`config.mk`:
```
export PLATFORM = sky130hd
export DESIGN_NAME = ram_arbiter
export DESIGN_NICKNAME = d
export VERILOG_FILES = /design/src/rtl/ram_arbiter.sv
export SDC_FILE = /design/constraint.sdc
export NUM_CORES = 1
export LEC_CHECK = 0
export CAP_MARGIN = 20
export CORE_UTILIZATION = 42
export DETAILED_ROUTE_END_ITERATION = 8
export PLACE_DENSITY = 0.68
export RECOVER_POWER = 25
export SKIP_LAST_GASP = 1
export SLEW_MARGIN = 25
export SYNTH_ARGS = -nofsm -noshare
export SYNTH_HDL_FRONTEND = slang
export SYNTH_SLANG_ARGS = --single-unit
```
`constraint.sdc`:
```
create_clock -name clk14 -period 2 [get_ports clk14]
set_input_delay 0.2 -clock clk14 [delete_from_list [all_inputs] [get_ports clk14]]
set_output_delay 0.2 -clock clk14 [all_outputs]
set_load 0.02 [all_outputs]
```
`src/rtl/ram_arbiter.sv`:
```
// ram_arbiter -- shares the 8 KB main RAM between the 6502 and a DMA loader.
// CPU slots always win the RAM port. Loader writes queue in a small FIFO and
// drain in cycles the CPU leaves free. A starvation guard holds the CPU for
// one slot (cpu_ready low) when the loader has been denied too long.
// Optional feature macro: RAM_ARB_READ_EN adds the loader read path
// (dma_rd_* ports, RD_ISSUE/RD_WAIT states).
module ram_arbiter #(
  parameter int ADDR_W       = 13,
  parameter int FIFO_DEPTH   = 4,
  parameter int STARVE_LIMIT = 8
) (
  input  logic                          clk14,
  input  logic                          rst,
  input  logic                          cpu_clken,
  input  logic                          cpu_cs,
  input  logic                          cpu_we,
  input  logic [ADDR_W-1:0]             cpu_addr,
  input  logic [7:0]                    cpu_wdata,
  output logic                          cpu_ready,
  input  logic                          dma_wr_valid,
  output logic                          dma_wr_ready,
  input  logic [ADDR_W-1:0]             dma_wr_addr,
  input  logic [7:0]                    dma_wr_data,
`ifdef RAM_ARB_READ_EN
  input  logic                          dma_rd_req,
  input  logic [ADDR_W-1:0]             dma_rd_addr,
  output logic                          dma_rd_ack,
  output logic [7:0]                    dma_rd_data,
`endif
  output logic [ADDR_W-1:0]             ram_addr,
  output logic                          ram_we,
  output logic [7:0]                    ram_din,
  input  logic [7:0]                    ram_dout,
  output logic [$clog2(FIFO_DEPTH):0]   fifo_level,
  output logic                          busy
);

  localparam int PTR_W = $clog2(FIFO_DEPTH);
  localparam int LVL_W = PTR_W + 1;
  localparam logic [LVL_W-1:0] FULL_LVL = LVL_W'(FIFO_DEPTH);
  localparam logic [LVL_W-1:0] ONE_LVL  = LVL_W'(1);
  localparam logic [7:0]       LIMIT    = 8'(STARVE_LIMIT);

  typedef enum logic [1:0] {IDLE, RD_ISSUE, RD_WAIT} state_t;

  state_t            state;
  logic              cpu_ready_reg, cpu_ready_next;
  logic [7:0]        starve_reg, starve_next;
  logic [PTR_W-1:0]  wr_ptr_reg, rd_ptr_reg;
  logic [LVL_W-1:0]  level_reg, level_next;
  logic [ADDR_W-1:0] fifo_addr [FIFO_DEPTH];
  logic [7:0]        fifo_data [FIFO_DEPTH];
  logic [ADDR_W-1:0] last_addr_reg;
  logic [7:0]        last_din_reg;
  logic [ADDR_W-1:0] rd_addr;
  logic              cpu_own, fifo_empty, push, pop, rd_issue, dma_access, dma_pending;

  // Ownership and request qualification
  assign cpu_own      = cpu_clken & cpu_ready_reg & cpu_cs;
  assign fifo_empty   = (level_reg == '0);
  assign dma_wr_ready = (level_reg != FULL_LVL);
  assign push         = dma_wr_valid & dma_wr_ready;
  assign pop          = ~cpu_own & ~fifo_empty & (state == IDLE);
  assign rd_issue     = ~cpu_own & (state == RD_ISSUE);
  assign dma_access   = pop | rd_issue;
  // The loader is actually waiting for the port (a read in RD_WAIT is not)
  assign dma_pending  = (~fifo_empty & (state == IDLE)) | (state == RD_ISSUE);
  assign busy         = ~fifo_empty | (state != IDLE);
  assign fifo_level   = level_reg;
  assign cpu_ready    = cpu_ready_reg;

  // RAM port mux: CPU first, then FIFO drain, then read issue, else hold
  always_comb begin
    ram_we   = 1'b0;
    ram_addr = last_addr_reg;
    ram_din  = last_din_reg;
    if (cpu_own) begin
      ram_we   = cpu_we;
      ram_addr = cpu_addr;
      ram_din  = cpu_wdata;
    end else if (pop) begin
      ram_we   = 1'b1;
      ram_addr = fifo_addr[rd_ptr_reg];
      ram_din  = fifo_data[rd_ptr_reg];
    end else if (rd_issue) begin
      ram_addr = rd_addr;
    end
  end

  // Remember the last driven address/data so an unowned port holds still
  always_ff @(posedge clk14 or posedge rst) begin
    if (rst) begin
      last_addr_reg <= '0;
      last_din_reg  <= '0;
    end else begin
      last_addr_reg <= ram_addr;
      last_din_reg  <= ram_din;
    end
  end

  // FIFO storage; no reset needed since occupancy is tracked separately
  always_ff @(posedge clk14) begin
    if (push) begin
      fifo_addr[wr_ptr_reg] <= dma_wr_addr;
      fifo_data[wr_ptr_reg] <= dma_wr_data;
    end
  end

  // Next FIFO occupancy: simultaneous push and pop cancel out
  always_comb begin
    level_next = level_reg;
    case ({push, pop})
      2'b10:   level_next = level_reg + ONE_LVL;
      2'b01:   level_next = level_reg - ONE_LVL;
      default: level_next = level_reg;
    endcase
  end

  // FIFO pointers (power-of-two depth, so they wrap naturally) and level
  always_ff @(posedge clk14 or posedge rst) begin
    if (rst) begin
      wr_ptr_reg <= '0;
      rd_ptr_reg <= '0;
      level_reg  <= '0;
    end else begin
      if (push) wr_ptr_reg <= wr_ptr_reg + 1'b1;
      if (pop)  rd_ptr_reg <= rd_ptr_reg + 1'b1;
      level_reg <= level_next;
    end
  end

  // Starvation guard: count denied cycles, steal one CPU slot at the limit
  always_comb begin
    starve_next    = starve_reg;
    cpu_ready_next = 1'b1;
    if (dma_access) begin
      starve_next = '0;
    end else if (dma_pending && cpu_own) begin
      if ((starve_reg + 8'd1) >= LIMIT) begin
        starve_next    = '0;
        cpu_ready_next = 1'b0;
      end else begin
        starve_next = starve_reg + 8'd1;
      end
    end
  end

  // Starvation counter and registered cpu_ready
  always_ff @(posedge clk14 or posedge rst) begin
    if (rst) begin
      starve_reg    <= '0;
      cpu_ready_reg <= 1'b1;
    end else begin
      starve_reg    <= starve_next;
      cpu_ready_reg <= cpu_ready_next;
    end
  end

`ifdef RAM_ARB_READ_EN
  state_t     state_reg, state_next;
  logic       rd_capture;
  logic       rd_ack_reg;
  logic [7:0] rd_data_reg;

  assign state       = state_reg;
  assign rd_addr     = dma_rd_addr;
  assign dma_rd_ack  = rd_ack_reg;
  assign dma_rd_data = rd_data_reg;

  // Read FSM state register
  always_ff @(posedge clk14 or posedge rst) begin
    if (rst) state_reg <= IDLE;
    else     state_reg <= state_next;
  end

  // Read FSM next state; a read starts only once queued writes have drained,
  // and the request is ignored in the ack cycle so a late drop is harmless
  always_comb begin
    state_next = state_reg;
    rd_capture = 1'b0;
    case (state_reg)
      IDLE:     if (dma_rd_req && fifo_empty && !rd_ack_reg) state_next = RD_ISSUE;
      RD_ISSUE: if (!cpu_own) state_next = RD_WAIT;
      RD_WAIT: begin
        rd_capture = 1'b1;
        state_next = IDLE;
      end
      default:  state_next = IDLE;
    endcase
  end

  // Capture synchronous RAM output and pulse the ack
  always_ff @(posedge clk14 or posedge rst) begin
    if (rst) begin
      rd_ack_reg  <= 1'b0;
      rd_data_reg <= '0;
    end else begin
      rd_ack_reg <= rd_capture;
      if (rd_capture) rd_data_reg <= ram_dout;
    end
  end
`else
  logic [7:0] unused_ram_dout;

  assign state           = IDLE;
  assign rd_addr         = '0;
  assign unused_ram_dout = ram_dout;
`endif

endmodule
```
==> results.toml, run 1 <==
[clocking]
cts_tree = "yes"
holdBufCountCts = 0
cts_buffers = 17
cts.clk_slew.worst_paths_ns = 0.05
cts_root_buf = "clkbuf_16"
clk-insertion-delay-late_ns = 0.40
cts.sinks = 121
htreeDepth = 4
cts_buffer_depth = 2

[synthesis]
yosys.cell_types.count = 34
seq_area_frac_synth_pct = 71.6
syn_inst = 305
synthArstFlopShare_pct = 30.6
synth_nets = 368
syn_area_per_cell_um2 = 15.8
synth_edf_count = 84
ys_ff_latch = 121
netlist_area_um2 = 4820
ys.flop_type = "edfxtp_1"
yosysWarnings = 0

[global_route]
first_global_vias = 3064
antenna_found_initial = 0
grt_max_degree = 38
grt_overflow = 0
track_usage_pct = 18.3
grt_pass1_wl_um = 15700

[detailed_routing]
wl_um = 10600
num_vias = 3011
drt-initial-drc-count = 215
viasPerCell = 5.11
ant_nets = 0
drc = 0
routedWlPerCell_um = 18.0
drt_first_pass_iters = 4

[place]
io_buffers = 75
gp_congestion = 0.739
hpwl_um = 6540
place_ws_ns = -0.181

[finish]
drive_above_1_share_pct = 38.8
final_cell_mix = "84 x edfxtp_1, 38 x buf_4, 36 x clkdlybuf4s50_1, 33 x dfrtp_1, 29 x nand2_1"
diodes = 0
nNetsFinal = 499
final_core_util_pct = 64.5
syn2layout_area_growth_pct = 47.7
layout_commonest_cell = "edfxtp_1"
largest_reg_flops = 52

[worst_setup_path]
cp.required_ns = 1.80
start_kind = "flop"
cp_max_fo = 5
setup.worst_path.end_class = "primary output"
critPathKind = "flop to primary output"
worst-r2r-setup-slack_ns = 0.05
arrival_ns = 1.92

[min_path]
hold_path.class = "input port to asynchronous set/reset pin"

[die]
core_region_area_um2 = 11000
initial_core_util_pct = 43.7
die_y_um = 109
num_rows = 38
design.die.area_um2 = 11900
ios = 84
die_w_um = 109

[pwr]
leakagePower_nw = 2.70
power_mw = 11.3
vdd_ir_drop_max_mv = 0.660
pwr_density_cell_nw_per_um2 = 1590

[sta]
timing.fmax_mhz = 471
fin_crit_sh_pct = 106
tns_ns = -1.47
max_slew_margin_pct = 67.1
setup_violations = 21
setup_slack_ns = -0.125
finalHoldViolCount = 0
drv_slew = 0
finClkSkew_ns = 0.00629
grt_setup_unrepaired = "yes"
min_period_ns = 2.12
worstMarginPinSlew_ns = 0.493

[run]
max_cap_viol_count = 0

[run_status]
status = "complete, but fails checks"
violations = "negative setup slack"
-- where the power goes --
part | leakage (nW) | switching (mW) | internal, mW | total (mW)
registers | 1.21 | 0.229 | 3.38 | 3.61
clock network | 0.285 | 0.996 | 2.01 | 3.01
logic | 1.20 | 2.28 | 2.40 | 4.68
-- worst max-delay path, cell delays in order, from the launching register on --
cell	delay, ns
dfrtp_2	0.44
buf_6	0.16
buf_6	0.10
mux4_2	0.50
nand2_2	0.10
a31oi_4	0.09
buf_6	0.14
-- cells by family (layout without fill, tap and decap cells) --
logic type	Yosys count	count (layout)	share of synthesized area, %
simple gates	94	94	8.83
fa+ha+maj	7	7	1.97
xor+xnor	8	8	1.45
compound gates	29	29	3.97
flops	121	121	71.6
buf+inv	24	168	2.16
mux	22	22	10.0
-- layout make-up --
| cell class | instances | area, µm² |
|---|---|---|
| fill | 769 | 3910 |
| sequential | 121 | 3450 |
| multi-input combinational | 160 | 1590 |
| timing repair buffer | 126 | 1270 |
| clock buffer | 23 | 468 |
| tap | 140 | 175 |
| clock inverter | 9 | 124 |
| inverter | 10 | 42.5 |
-- stage by stage --
stage	hold WS [ns]	instances	area, µm²
finish	0.227	589	7120
global route	0.287	589	7120
CTS	0.241	579	6700
detailed placement	0.503	538	6050
global placement	0.486	538	6050
floorplan	0.299	305	4830
-- cell usage after synthesis, drive strengths merged (2+ instances only) --
cell	count	share of area (%)
edfxtp	84	52
nand2	46	3.6
dfrtp	36	19
nor2	24	1.9
a31oi	21	2.7
mux4	21	9.8
clkbuf	10	0.99
inv	10	0.78
and3	7	0.91
and2	6	0.81
ha	6	1.6
xor2	5	0.91
buf	4	0.39
nand3	4	0.52
o21ai	3	0.31
xnor2	3	0.55
nand4	2	0.26
or3	2	0.36
-- layer usage --
layer	global-route usage, %	wire length (µm)
met1	23.8	4360
met2	30.1	5660
met3	4.18	436
met4	6.56	128
met5	0	0
-- worst paths after layout --
check,startpoint,to,cells after the start
worst min register to register,starve_reg[5]$_DFFE_PP0P_,starve_reg[5]$_DFFE_PP0P_,1
max in group asynchronous,rst,rd_ptr_reg[0]$_DFFE_PP0N_,3
worst min-delay path,rst,last_addr_reg[0]$_DFF_PP0_,3
worst max-delay path,rd_ptr_reg[0]$_DFFE_PP0N_,ram_din[0],6
worst max register to register,starve_reg[4]$_DFFE_PP0P_,starve_reg[2]$_DFFE_PP0P_,5
min in group clk14,cpu_wdata[1],last_din_reg[1]$_DFF_PP0_,3
-- repair_timing --
action                     4_1_cts  5_1_grt
setup endpoints to repair       24       24
pin swaps                       30       30
gates resized for setup        135       74
cloned                           0        0
setup buffers                    9       11
No activity file was read; power rests on OpenSTA's default activity.
==> run 2: changes to the inputs <==
- CORE_ASPECT_RATIO: not set -> 1.4
- CTS_CLUSTER_DIAMETER: not set -> 150
- SLEW_MARGIN: 25 -> 20
==> run 2 against run 1 <==
Against the previous run: the flow still finishes with violations (negative setup slack); wire length up 6.4%; clock skew up 0.0028 ns; via count is 5.0% higher; critical path depth unchanged; total power increased by 4.8%; first-iteration DRC count is 23% lower; global-route usage up 1.1 points; die area is essentially flat; sequential share of layout area decreased by 1.1 points; non-clock buffer count rose by 11.
==> results.toml, run 2 (synthesis gave the netlist of run 1 again) <==
[run_status]
status = "complete, but fails checks"
violations = "negative setup slack"

[clocking]
cts_root_buf = "clkbuf_16"
htreeDepth = 4
cts.clk_slew.worst_paths_ns = 0.06
holdBufCountCts = 0
clk-insertion-delay-late_ns = 0.41
cts_tree = "yes"
cts_buffers = 17
cts_buffer_depth = 2
cts.sinks = 121

[global_route]
track_usage_pct = 19.4
first_global_vias = 3280
grt_overflow = 0
antenna_found_initial = 0
grt_max_degree = 38
grt_pass1_wl_um = 16800

[detailed_routing]
drt_first_pass_iters = 6
num_vias = 3162
wl_um = 11300
drc = 0
viasPerCell = 5.26
drt-initial-drc-count = 166
routedWlPerCell_um = 18.7
ant_nets = 0

[pwr]
p_int_mw = 8.18
pwr-share-clk_pct = 26.8
vdd_ir_drop_max_mv = 0.882
swShare_pct = 30.9
p_sw_mw = 3.66
power_mw = 11.8
leakagePower_nw = 2.79
power_frac_comb_pct = 42.8
p_seq_share_pct = 30.4
pwr_density_cell_nw_per_um2 = 1620

[finish]
layout_commonest_cell = "edfxtp_1"
layout.cells.non_filler = 601
largest_reg_flops = 52
final_cell_mix = "84 x edfxtp_1, 44 x buf_4, 34 x clkdlybuf4s50_1, 33 x dfrtp_1, 29 x nand2_1"
syn2layout_area_growth_pct = 51.2
nNetsFinal = 510
diodes = 0
drive_above_1_share_pct = 40.4

[sta]
min_period_ns = 2.19
finalHoldViolCount = 0
finClkSkew_ns = 0.00911
drv_slew = 0
grt_setup_unrepaired = "yes"
setup_slack_ns = -0.189
worstMarginPinSlew_ns = 0.496
timing.fmax_mhz = 457
fin_crit_sh_pct = 109
max_slew_margin_pct = 66.9
setup_violations = 21

[die]
ios = 84
initial_core_util_pct = 43.9
die_y_um = 129
num_rows = 45
die_w_um = 92.5
design.die.area_um2 = 11900
core_region_area_um2 = 11000

[worst_setup_path]
r2r-start = "fifo_level[0]$_DFFE_PP0P_"
critPathKind = "flop to primary output"
cp_max_fo = 6
critPathSlowestCell = "mux4_2"
cp_cell_sequence = "buf_12 > buf_4 > mux4_2 > nand2_2 > a31oi_4 > buf_6"
reg2reg_depth = 11
start_kind = "flop"
worst-r2r-setup-slack_ns = 0
setup.worst_path.end_class = "primary output"
arrival_ns = 1.99
r2r_end = "fifo_level[2]$_DFFE_PP0P_"
max_stage_delay_ns = 0.54
cp.required_ns = 1.80

[run]
max_cap_viol_count = 0

[place]
gp_congestion = 0.757
post-place-cells = 539
hpwl_um = 6360
io_buffers = 75

[min_path]
hold_path.class = "input port to asynchronous set/reset pin"
-- run 2: through the flow --
step | utilization (%) | worst slack (ns) | cell area [µm²] | hold WS, ns | TNS, ns
2_1_floorplan | - | 0.00720 | 4830 | 0.299 | 0
3_3_place_gp | 55.1 | -0.119 | 6050 | 0.485 | -1.35
3_5_place_dp | 55.1 | -0.131 | 6050 | 0.521 | -1.98
4_1_cts | 62.8 | -0.224 | 6890 | 0.212 | -2.91
5_1_grt | 66.4 | -0.244 | 7290 | 0.248 | -4.29
6_report | 66.4 | -0.189 | 7290 | 0.207 | -2.82
-- run 2: how the worst max path moves through the flow --
stage | to | from | cells past startpoint | slack [ns]
6_report | ram_addr[0] | rd_ptr_reg[0]$_DFFE_PP0N_ | 6 | -0.19
5_1_grt | ram_addr[0] | rd_ptr_reg[0]$_DFFE_PP0N_ | 6 | -0.24
4_1_cts | ram_din[2] | rd_ptr_reg[0]$_DFFE_PP0N_ | 5 | -0.22
3_5_place_dp | fifo_level[2]$_DFFE_PP0P_ | cpu_cs | 9 | -0.13
3_3_place_gp | fifo_level[2]$_DFFE_PP0P_ | cpu_cs | 9 | -0.12
2_1_floorplan | fifo_level[2]$_DFFE_PP0P_ | fifo_level[0]$_DFFE_PP0P_ | 10 | 0.007
-- run 2: repair_timing --
item | in CTS | in global routing
resized for setup | 149 | 73
endpoints found under the setup margin | 25 | 25
setup buffers | 15 | 14
cloned | 1 | 1
pin swaps | 24 | 28
-- run 2: per-layer routing --
layer / GRT usage (%) / part of all wire (%)
met2: 34.4 / 55
met1: 22.3 / 39
met3: 5.08 / 4.0
met4: 8.00 / 2.4
met5: 0 / 0
-- run 2: layout make-up --
cell class              instances  area [µm²]
clock buffers                  23         468
clock inverters                 9         148
fillers                       746        3690
inverters                      10        42.5
multi-input cells             160        1580
flip-flops and latches        121        3450
well taps                     141         176
repair buffers                137        1420
-- run 2: power by group through the flow --
stage,Sequential [mW],Clock (mW),Combinational [mW]
6_report,3.60,3.17,5.06
5_1_grt,3.66,3.33,5.36
4_1_cts,3.59,3.19,4.19
3_5_place_dp,3.60,0,3.74
3_3_place_gp,3.56,0,3.70
2_1_floorplan,3.61,0,2.02
-- run 2: worst max-delay path: cells and delay by family, from the launching register on --
family | cells | cell delay (ns)
muxes | 1 | 0.54
buffers and inverters | 3 | 0.40
AOI/OAI and AO/OA | 1 | 0.09
and+or+nand+nor | 1 | 0.11
DFF | 1 | 0.44
